## config.mk

```make
export PLATFORM = sky130hd
export DESIGN_NAME = layer_serializer
export DESIGN_NICKNAME = d
export VERILOG_FILES = /design/src/rtl/nn_pkg.sv /design/src/rtl/ser_bank.sv /design/src/rtl/layer_serializer.sv
export SDC_FILE = /design/constraint.sdc
export NUM_CORES = 1
export LEC_CHECK = 0
export CAP_MARGIN = 10
export CORE_MARGIN = 4
export CORE_UTILIZATION = 59
export DETAILED_ROUTE_END_ITERATION = 8
export GPL_TIMING_DRIVEN = 1
export PLACE_DENSITY = 0.93
export SLEW_MARGIN = 20
export SYNTH_ARGS = -nofsm -noshare
export SYNTH_HDL_FRONTEND = slang
export SYNTH_SLANG_ARGS = --single-unit
```

## constraint.sdc

```tcl
create_clock -name clk -period 67.7 [get_ports clk]
set_input_delay 13.54 -clock clk [delete_from_list [all_inputs] [get_ports clk]]
set_output_delay 13.54 -clock clk [all_outputs]
set_load 0.05 [all_outputs]
```

## src/rtl/nn_pkg.sv

```systemverilog
// Shared definitions for the neuron-layer datapath blocks.
package nn_pkg;

   parameter int DATA_W = 16;

   typedef logic [DATA_W-1:0] word_t;

   typedef enum logic {
      SER_IDLE = 1'b0,
      SER_SEND = 1'b1
   } ser_state_t;

endpackage

```

## src/rtl/ser_bank.sv

```systemverilog
// One frame of neuron outputs: parallel load of all words, indexed combinational read.
module ser_bank #(
   parameter int depth = 30,
   parameter int width = 16
) (
   input  logic                       clk,
   input  logic                       load,
   input  logic [depth*width-1:0]     wr_data,
   input  logic [$clog2(depth)-1:0]   rd_idx,
   output logic [width-1:0]           rd_data
);

   logic [width-1:0] mem_reg [0:depth-1];

   always_ff @(posedge clk) begin
      if (load) begin
         for (int i = 0; i < depth; i++) begin
            mem_reg[i] <= wr_data[i*width +: width];
         end
      end
   end

   assign rd_data = mem_reg[rd_idx];

endmodule

```

## src/rtl/layer_serializer.sv

```systemverilog
// Captures a full layer of parallel neuron outputs into ping-pong banks and
// streams them one word per cycle to the next layer, neuron 0 first.
module layer_serializer
   import nn_pkg::*;
#(
   parameter int numNeurons = 30,
   parameter int dataWidth  = DATA_W
) (
   input  logic                            clk,
   input  logic                            rst,
   input  logic [numNeurons*dataWidth-1:0] in_data,
   input  logic [numNeurons-1:0]           in_valid,
   output logic [dataWidth-1:0]            out_data,
   output logic                            out_valid,
   output logic                            out_last,
   output logic                            busy,
   output logic                            overflow,
   output logic                            skew_err
);

   localparam int            CW       = $clog2(numNeurons);
   localparam logic [CW-1:0] LAST_IDX = CW'(numNeurons - 1);

   ser_state_t           state_reg, state_next;
   logic [CW-1:0]        cnt_reg, cnt_next;
   logic                 rd_bank_reg, rd_bank_next;
   logic                 wr_bank_reg, wr_bank_next;
   logic [1:0]           full_reg, full_next;
   logic [dataWidth-1:0] out_data_reg, out_data_next;
   logic                 out_valid_reg, out_valid_next;
   logic                 out_last_reg, out_last_next;
   logic                 overflow_reg, overflow_next;
   logic                 skew_reg, skew_next;

   logic                 cap_all;
   logic                 last_word;
   logic                 wr_free;
   logic                 cap_ok;
   logic                 rd_sel;
   logic [CW-1:0]        rd_idx;
   logic [dataWidth-1:0] bank_rd [0:1];
   logic [dataWidth-1:0] sel_word;

   assign cap_all   = &in_valid;
   assign last_word = (state_reg == SER_SEND) && (cnt_reg == LAST_IDX);
   // The bank finishing its last word this cycle is free for a capture at the same edge.
   assign wr_free   = !full_reg[wr_bank_reg] || (last_word && (rd_bank_reg == wr_bank_reg));
   assign cap_ok    = cap_all && wr_free;

   for (genvar gi = 0; gi < 2; gi++) begin : g_bank
      ser_bank #(
         .depth (numNeurons),
         .width (dataWidth)
      ) u_bank (
         .clk     (clk),
         .load    (cap_ok && (wr_bank_reg == 1'(gi))),
         .wr_data (in_data),
         .rd_idx  (rd_idx),
         .rd_data (bank_rd[gi])
      );
   end

   // Fetch the word that will be on the output after the next edge.
   always_comb begin
      rd_sel = rd_bank_reg;
      rd_idx = '0;
      if (last_word) begin
         rd_sel = ~rd_bank_reg;
      end else if (state_reg == SER_SEND) begin
         rd_idx = cnt_reg + CW'(1);
      end
   end

   assign sel_word = bank_rd[rd_sel];

   always_comb begin
      state_next     = state_reg;
      cnt_next       = cnt_reg;
      rd_bank_next   = rd_bank_reg;
      wr_bank_next   = wr_bank_reg;
      full_next      = full_reg;
      out_data_next  = out_data_reg;
      out_valid_next = 1'b0;
      out_last_next  = 1'b0;
      overflow_next  = overflow_reg;
      skew_next      = skew_reg;

      unique case (state_reg)
         SER_IDLE: begin
            if (full_reg[rd_bank_reg]) begin
               state_next     = SER_SEND;
               cnt_next       = '0;
               out_valid_next = 1'b1;
               out_data_next  = sel_word;
            end
         end
         SER_SEND: begin
            if (last_word) begin
               full_next[rd_bank_reg] = 1'b0;
               rd_bank_next           = ~rd_bank_reg;
               cnt_next               = '0;
               if (full_reg[~rd_bank_reg]) begin
                  out_valid_next = 1'b1;
                  out_data_next  = sel_word;
               end else begin
                  state_next = SER_IDLE;
               end
            end else begin
               cnt_next       = cnt_reg + CW'(1);
               out_valid_next = 1'b1;
               out_data_next  = sel_word;
               out_last_next  = (cnt_reg + CW'(1)) == LAST_IDX;
            end
         end
         default: state_next = SER_IDLE;
      endcase

      if (cap_all) begin
         if (wr_free) begin
            full_next[wr_bank_reg] = 1'b1;
            wr_bank_next           = ~wr_bank_reg;
         end else begin
            overflow_next = 1'b1;
         end
      end else if (|in_valid) begin
         skew_next = 1'b1;
      end
   end

   always_ff @(posedge clk) begin
      if (rst) begin
         state_reg     <= SER_IDLE;
         cnt_reg       <= '0;
         rd_bank_reg   <= 1'b0;
         wr_bank_reg   <= 1'b0;
         full_reg      <= 2'b00;
         out_data_reg  <= '0;
         out_valid_reg <= 1'b0;
         out_last_reg  <= 1'b0;
         overflow_reg  <= 1'b0;
         skew_reg      <= 1'b0;
      end else begin
         state_reg     <= state_next;
         cnt_reg       <= cnt_next;
         rd_bank_reg   <= rd_bank_next;
         wr_bank_reg   <= wr_bank_next;
         full_reg      <= full_next;
         out_data_reg  <= out_data_next;
         out_valid_reg <= out_valid_next;
         out_last_reg  <= out_last_next;
         overflow_reg  <= overflow_next;
         skew_reg      <= skew_next;
      end
   end

   assign out_data  = out_data_reg;
   assign out_valid = out_valid_reg;
   assign out_last  = out_last_reg;
   assign busy      = (|full_reg) || (state_reg == SER_SEND);
   assign overflow  = overflow_reg;
   assign skew_err  = skew_reg;

endmodule

```

# Word level (Yosys, flattened, before mapping)
# Memories as Yosys holds them, arrays and structs flattened.
# Cells that the tools add are included.
[word_totals]
ff_bits = 29
ram_bits = 960
in_bits = 512
output_inout_bits = 21
word_cells = 85
mem_count = 2
[op_classes]
n_addsub = 1
order_cmp = 6
n_eq_ne = 5
n_mux = 35
n_bitwise = 9
n_reduce_logical = 18
[mem_list]
columns = ["memory", "words", "word_bits", "rd", "rd_clocked_by_memory_dff", "wr", "line", "source"]
rows = [
  ["g_bank[0].u_bank.mem_reg", 30, 16, 1, 0, 30, "ser_bank.sv:13", "logic [width-1:0] mem_reg [0:depth-1];"],
  ["g_bank[1].u_bank.mem_reg", 30, 16, 1, 0, 30, "ser_bank.sv:13", ""],
]
[ops]
columns = ["cell", "n"]
rows = [
  ["$mux W16", 6],
  ["$reduce_and A31 Y1", 2],
  ["$pmux W16 S2", 1],
  ["$reduce_and A30 Y1", 1],
  ["$reduce_or A30 Y1", 1],
  ["$mux W5", 4],
  ["$mux W1", 16],
  ["$eq A5 B5 Y1 const B", 2],
  ["$pmux W5 S2", 1],
  ["$mux W2", 4],
  ["$logic_and A1 B1 Y1", 7],
  ["$lt A1 B2 Y1 const B", 3],
  ["$add A5 B1 Y5 const B", 1],
  ["$not A1 Y1", 5],
  ["$reduce_and A2 Y1", 2],
  ["$ne A3 B2 Y1 const B", 1],
  ["$reduce_or A3 Y1", 1],
  ["$and A2 B2 Y2", 1],
  ["$demux W1 S1", 2],
  ["$ge A1 B1 Y1 const B", 2],
  ["$ge A2 B2 Y1 const B", 1],
  ["$logic_or A1 B1 Y1", 2],
  ["$ne A2 B2 Y1 const B", 1],
  ["$not A1 Y2", 1],
  ["6 further kinds", 6],
]

# Depth between registers and ports, before layout
[logic_depth]
depth_word = 11
mapped_depth = 14
depth_no_buf = 9

# Cells and area by module
# A second synthesis with hierarchy kept.
[unflattened]
cells_unflattened = 1864
area_unflattened_um2 = 38519.4
[by_module_without_submodules]
columns = ["mod", "n_inst", "cells_each", "area_each_um2", "seq_area_each_um2"]
rows = [
  ["ser_bank", 2, 838, 18517.8, 14413.8],
  ["layer_serializer", 1, 188, 1483.9, 580.6],
]

# Worst setup path before layout
# Ideal clock, no wire load.
[synth_path]
path_kind = "input port to flip-flop"
start = "in in_valid[22]"
end = "mem g_bank[0].u_bank.mem_reg[0][0], enable pin"
setup_time_ns = 1.917
arrival_ns = 46.593
t_required_ns = 65.783
slack_ns = 19.190
cell_stages = 4
n_path_buf = 0
cell_sequence = "nand4_1 > nor4_1 > nand2_1 > nor3_1"
[synth_lines]
columns = ["element", "line", "source"]
rows = [
  ["start: declaration", "layer_serializer.sv:12", "input logic [numNeurons-1:0] in_valid,"],
  ["end: declaration", "ser_bank.sv:13", ""],
]

==> metrics.md <==
| Metric | Value |
|---|---|
| CP Launch Type | `input port` |
| Max Cap Violations | `0` |
| Antenna Nets Post-Route | `0` |
| Largest net degree at the start of global routing | `189` |
| Syn. warnings | `0` |
| Gp weighted congestion | `0.879` |
| Leakage | `0.0155 uW` |
| Final Max Slew Viols | `0` |
| Synthesized flop and latch total | `989` |
| Sequential fraction of the synthesis area | `76.2%` |
| Pre-CTS WS | `49.28 ns` |
| CP endpoint kind | `flip-flop` |
| Core Area | `0.0646 mm^2` |
| Area share of the largest cell type after synthesis | `74.7%` |
| First-pass GRT wire length | `170,000 um` |
| Slew @ Worst Pin | `1.24 ns` |
| CP max-delay cell | `buf_4` |
| Vias in the first global route | `25.4k` |
| Max reg flops | `960` |
| Setup TNS | `0 ns` |
| Die area | `0.0695 mm^2` |
| TritonCTS Buffers | `95` |
| P_int | `1010 uW` |
| Htree depth | `3` |
| Design Area, Final | `0.0478 mm^2` |
| EDFF count, synth | `960` |
| Tcrit/Tclk final | `25.9%` |
| Power Dens Cells | `26.2 mW/mm^2` |
| Peak supply drop | `0.0000230 V` |
| Busiest grt layer | `met2` |
| Reg clk slew, reported paths | `0.06 ns` |
| DIE WIDTH | `264 um` |
| I/O Pins | `533` |
| Area grow syn2layout | `23.9%` |
| Worst path top cell family by delay | `buffers and inverters` |
| Critical path class | `input port to flip-flop` |
| TritonCTS clock tree | `yes` |
| GR Util met1 | `41.1%` |
| # setup viols final | `0` |
| Post-DP HPWL | `76,400 um` |
| Met2 Use GR | `55.6%` |
| Clk Latency, worst-skew pair | `0.67 ns` |
| Post-layout worst setup margin | `50.16 ns` |
| Setup Skew | `0.0258 ns` |
| Gr usage total | `33.5%` |
| Initial antenna violation count | `33` |
| Cell with the most instances after synthesis | `edfxtp_1` |
| Data required time of the critical path | `67.98 ns` |
| Starting Density | `59.7%` |
| Status | `completed` |
| Top FF cell, synth | `edfxtp_1` |
| # nets final | `3,235` |
| Share of post-route cells with drive strength above 1 | `11.7%` |
| Max-slew headroom | `17.3%` |
| CTS Buffer Depth | `3` |
| M3 GR Usage | `8.17%` |
| Arrival time of the worst setup path | `17.82 ns` |
| Root Buffer Master | `clkbuf_16` |
| Post-CTS sizing | `0` |
| Critical-path maximum fanout | `157` |
| Clock power share | `43.3%` |
| Via count | `24.5k` |
| Sw Share | `19.6%` |
| Fmax | `0.0570 GHz` |
| Filler Cells Inserted | `3,463` |
| Async set-or-reset flop fraction in the synthesized netlist | `0%` |
| Row cnt | `93` |
| Post-Synthesis Cells | `2,191` |
| Routed len/inst | `32.4 um` |
| Reg2reg setup slack | `62.48 ns` |
| 1st-pass router iterations | `6` |
| RSZ-0062 raised after global routing | `false` |
| GRT overflow | `0` |
| Postcts setup bufs | `0` |
| Worst hold slack | `0.475 ns` |
| Area contributors post-synth | `edfxtp_1 (75%), mux4_2 (7.6%), nand2_1 (2.9%)` |
| Fin. Hold Viols | `0` |
| Biggest cell delay along the critical path | `0.98 ns` |
| Sequential Power Share | `53.5%` |
| Number of vias per cell | `6.66` |
| Post-Syn Nets | `2,706` |
| Drt drc | `0` |
| Logic pwr share | `3.1%` |
| Yosys top cell by area | `edfxtp_1` |
| Initial drt markers | `4,070` |
| Worst Path Buf+Inv | `4` |
| Synth Cell Area | `0.0386 mm^2` |
| Crit path time final | `17.54 ns` |
| Sw power | `246 uW` |
| Port-buffer cells | `532` |
| Post-synth cell types | `69` |
| Post-DP Area | `0.0445 mm^2` |
| Hold_buf cts | `0` |
| Die height | `264 um` |
| Chain of cells forming the critical path | `clkdlybuf4s50_1 > nand4_1 > nor4_1 > nand2_1 > a21oi_1 > nand2_1 > clkinv_8 > buf_4 > buf_4` |
| Final WL | `119,000 um` |
| Worst hold path type | `flip-flop to flip-flop` |
| Clk sinks | `989` |
| Synth cell count leaders | `edfxtp_1 (960), nand2_1 (297), mux4_2 (131)` |
| Mean post-synth cell area | `17.6 um^2` |
-- logic make-up after synthesis --
| group | synth area share, % |
|---|---|
| flops | 76.2 |
| simple gates | 6.25 |
| compound gates | 5.30 |
| mux | 9.89 |
| buf+inv | 2.14 |
| xor+xnor | 0.0681 |
| fa+ha+maj | 0.0973 |
-- layout make-up --
type,instances,area (um^2),share of cell area [%]
multi-input cells,1063,8430,17.6
inverters,7,38.8,0.0812
repair buffers,564,5600,11.7
flip-flops and latches,989,29400,61.6
diodes,31,77.6,0.162
clock inverters,54,647,1.35
clock buffers,121,2510,5.25
well taps,855,1070,2.24
-- through the flow --
| stage | power (uW) | std cells | util (%) |
|---|---|---|---|
| 2_1_floorplan | 685 | 2191 | - |
| 3_3_place_gp | 720 | 3478 | 68.9 |
| 3_5_place_dp | 722 | 3478 | 68.9 |
| 4_1_cts | 1250 | 3653 | 73.8 |
| 5_1_grt | 1280 | 3675 | 73.9 |
| 6_report | 1250 | 3684 | 74.0 |
-- tightest hold or removal path, stage by stage, from the launching register on --
cell and delay (ns):
dfxtp_1 0.33, nand2_1 0.07, o41ai_2 0.05
-- layout by cell type, fill, tap and decap left out, types with 4 or more instances in the layout --
cell             count
edfxtp_1           960
clkdlybuf4s50_1    532
nand2_1            295
mux4_2             131
clkbuf_16           96
mux2i_1             82
nand3_1             81
nor2_1              60
a21oi_1             56
o21ai_0             48
a31oi_1             39
diode_2             31
dfxtp_1             29
buf_4               28
o22ai_1             26
and3_1              26
clkbuf_1            24
clkinv_1            21
a311oi_1            20
nand4_1             19
a211oi_1            17
clkinv_2            16
nor4_1              15
bufinv_16           12
o211ai_1            11
a32oi_1             10
o221ai_1            10
o2111ai_1            8
or3_1                7
nor3_1               7
o31ai_1              6
a22oi_1              5
o2111a_1             5
inv_1                4
o221a_2              4
and2_1               4
mux2_2               4
inv_16               4
-- routing by layer --
layer / up-vias / wire, um
li1: 9890 / -
met3: 456 / 13600
met2: 2057 / 59500
met4: 18 / 7230
met1: 12100 / 39100
met5: - / 110
-- final timing paths --
kind                     start                               to  cells past startpoint
hold / removal    out_data[11]                     out_data[11]                      2
setup reg to reg    cnt_reg[0]                     out_data[14]                     12
setup / recovery  in_valid[22]  g_bank[1].u_bank.mem_reg[17][9]                      9
hold reg to reg   out_data[11]                     out_data[11]                      2
-- power groups by stage --
stage	Sequential, uW	Clock [uW]	Combinational, uW
finish	670	543	39.4
CTS	670	545	38.8
floorplan	684	0	0.484
global route	670	573	40.4
global placement	684	0	36.8
detailed placement	684	0	38.1
Note: power is estimated with default switching activity, not from simulation.
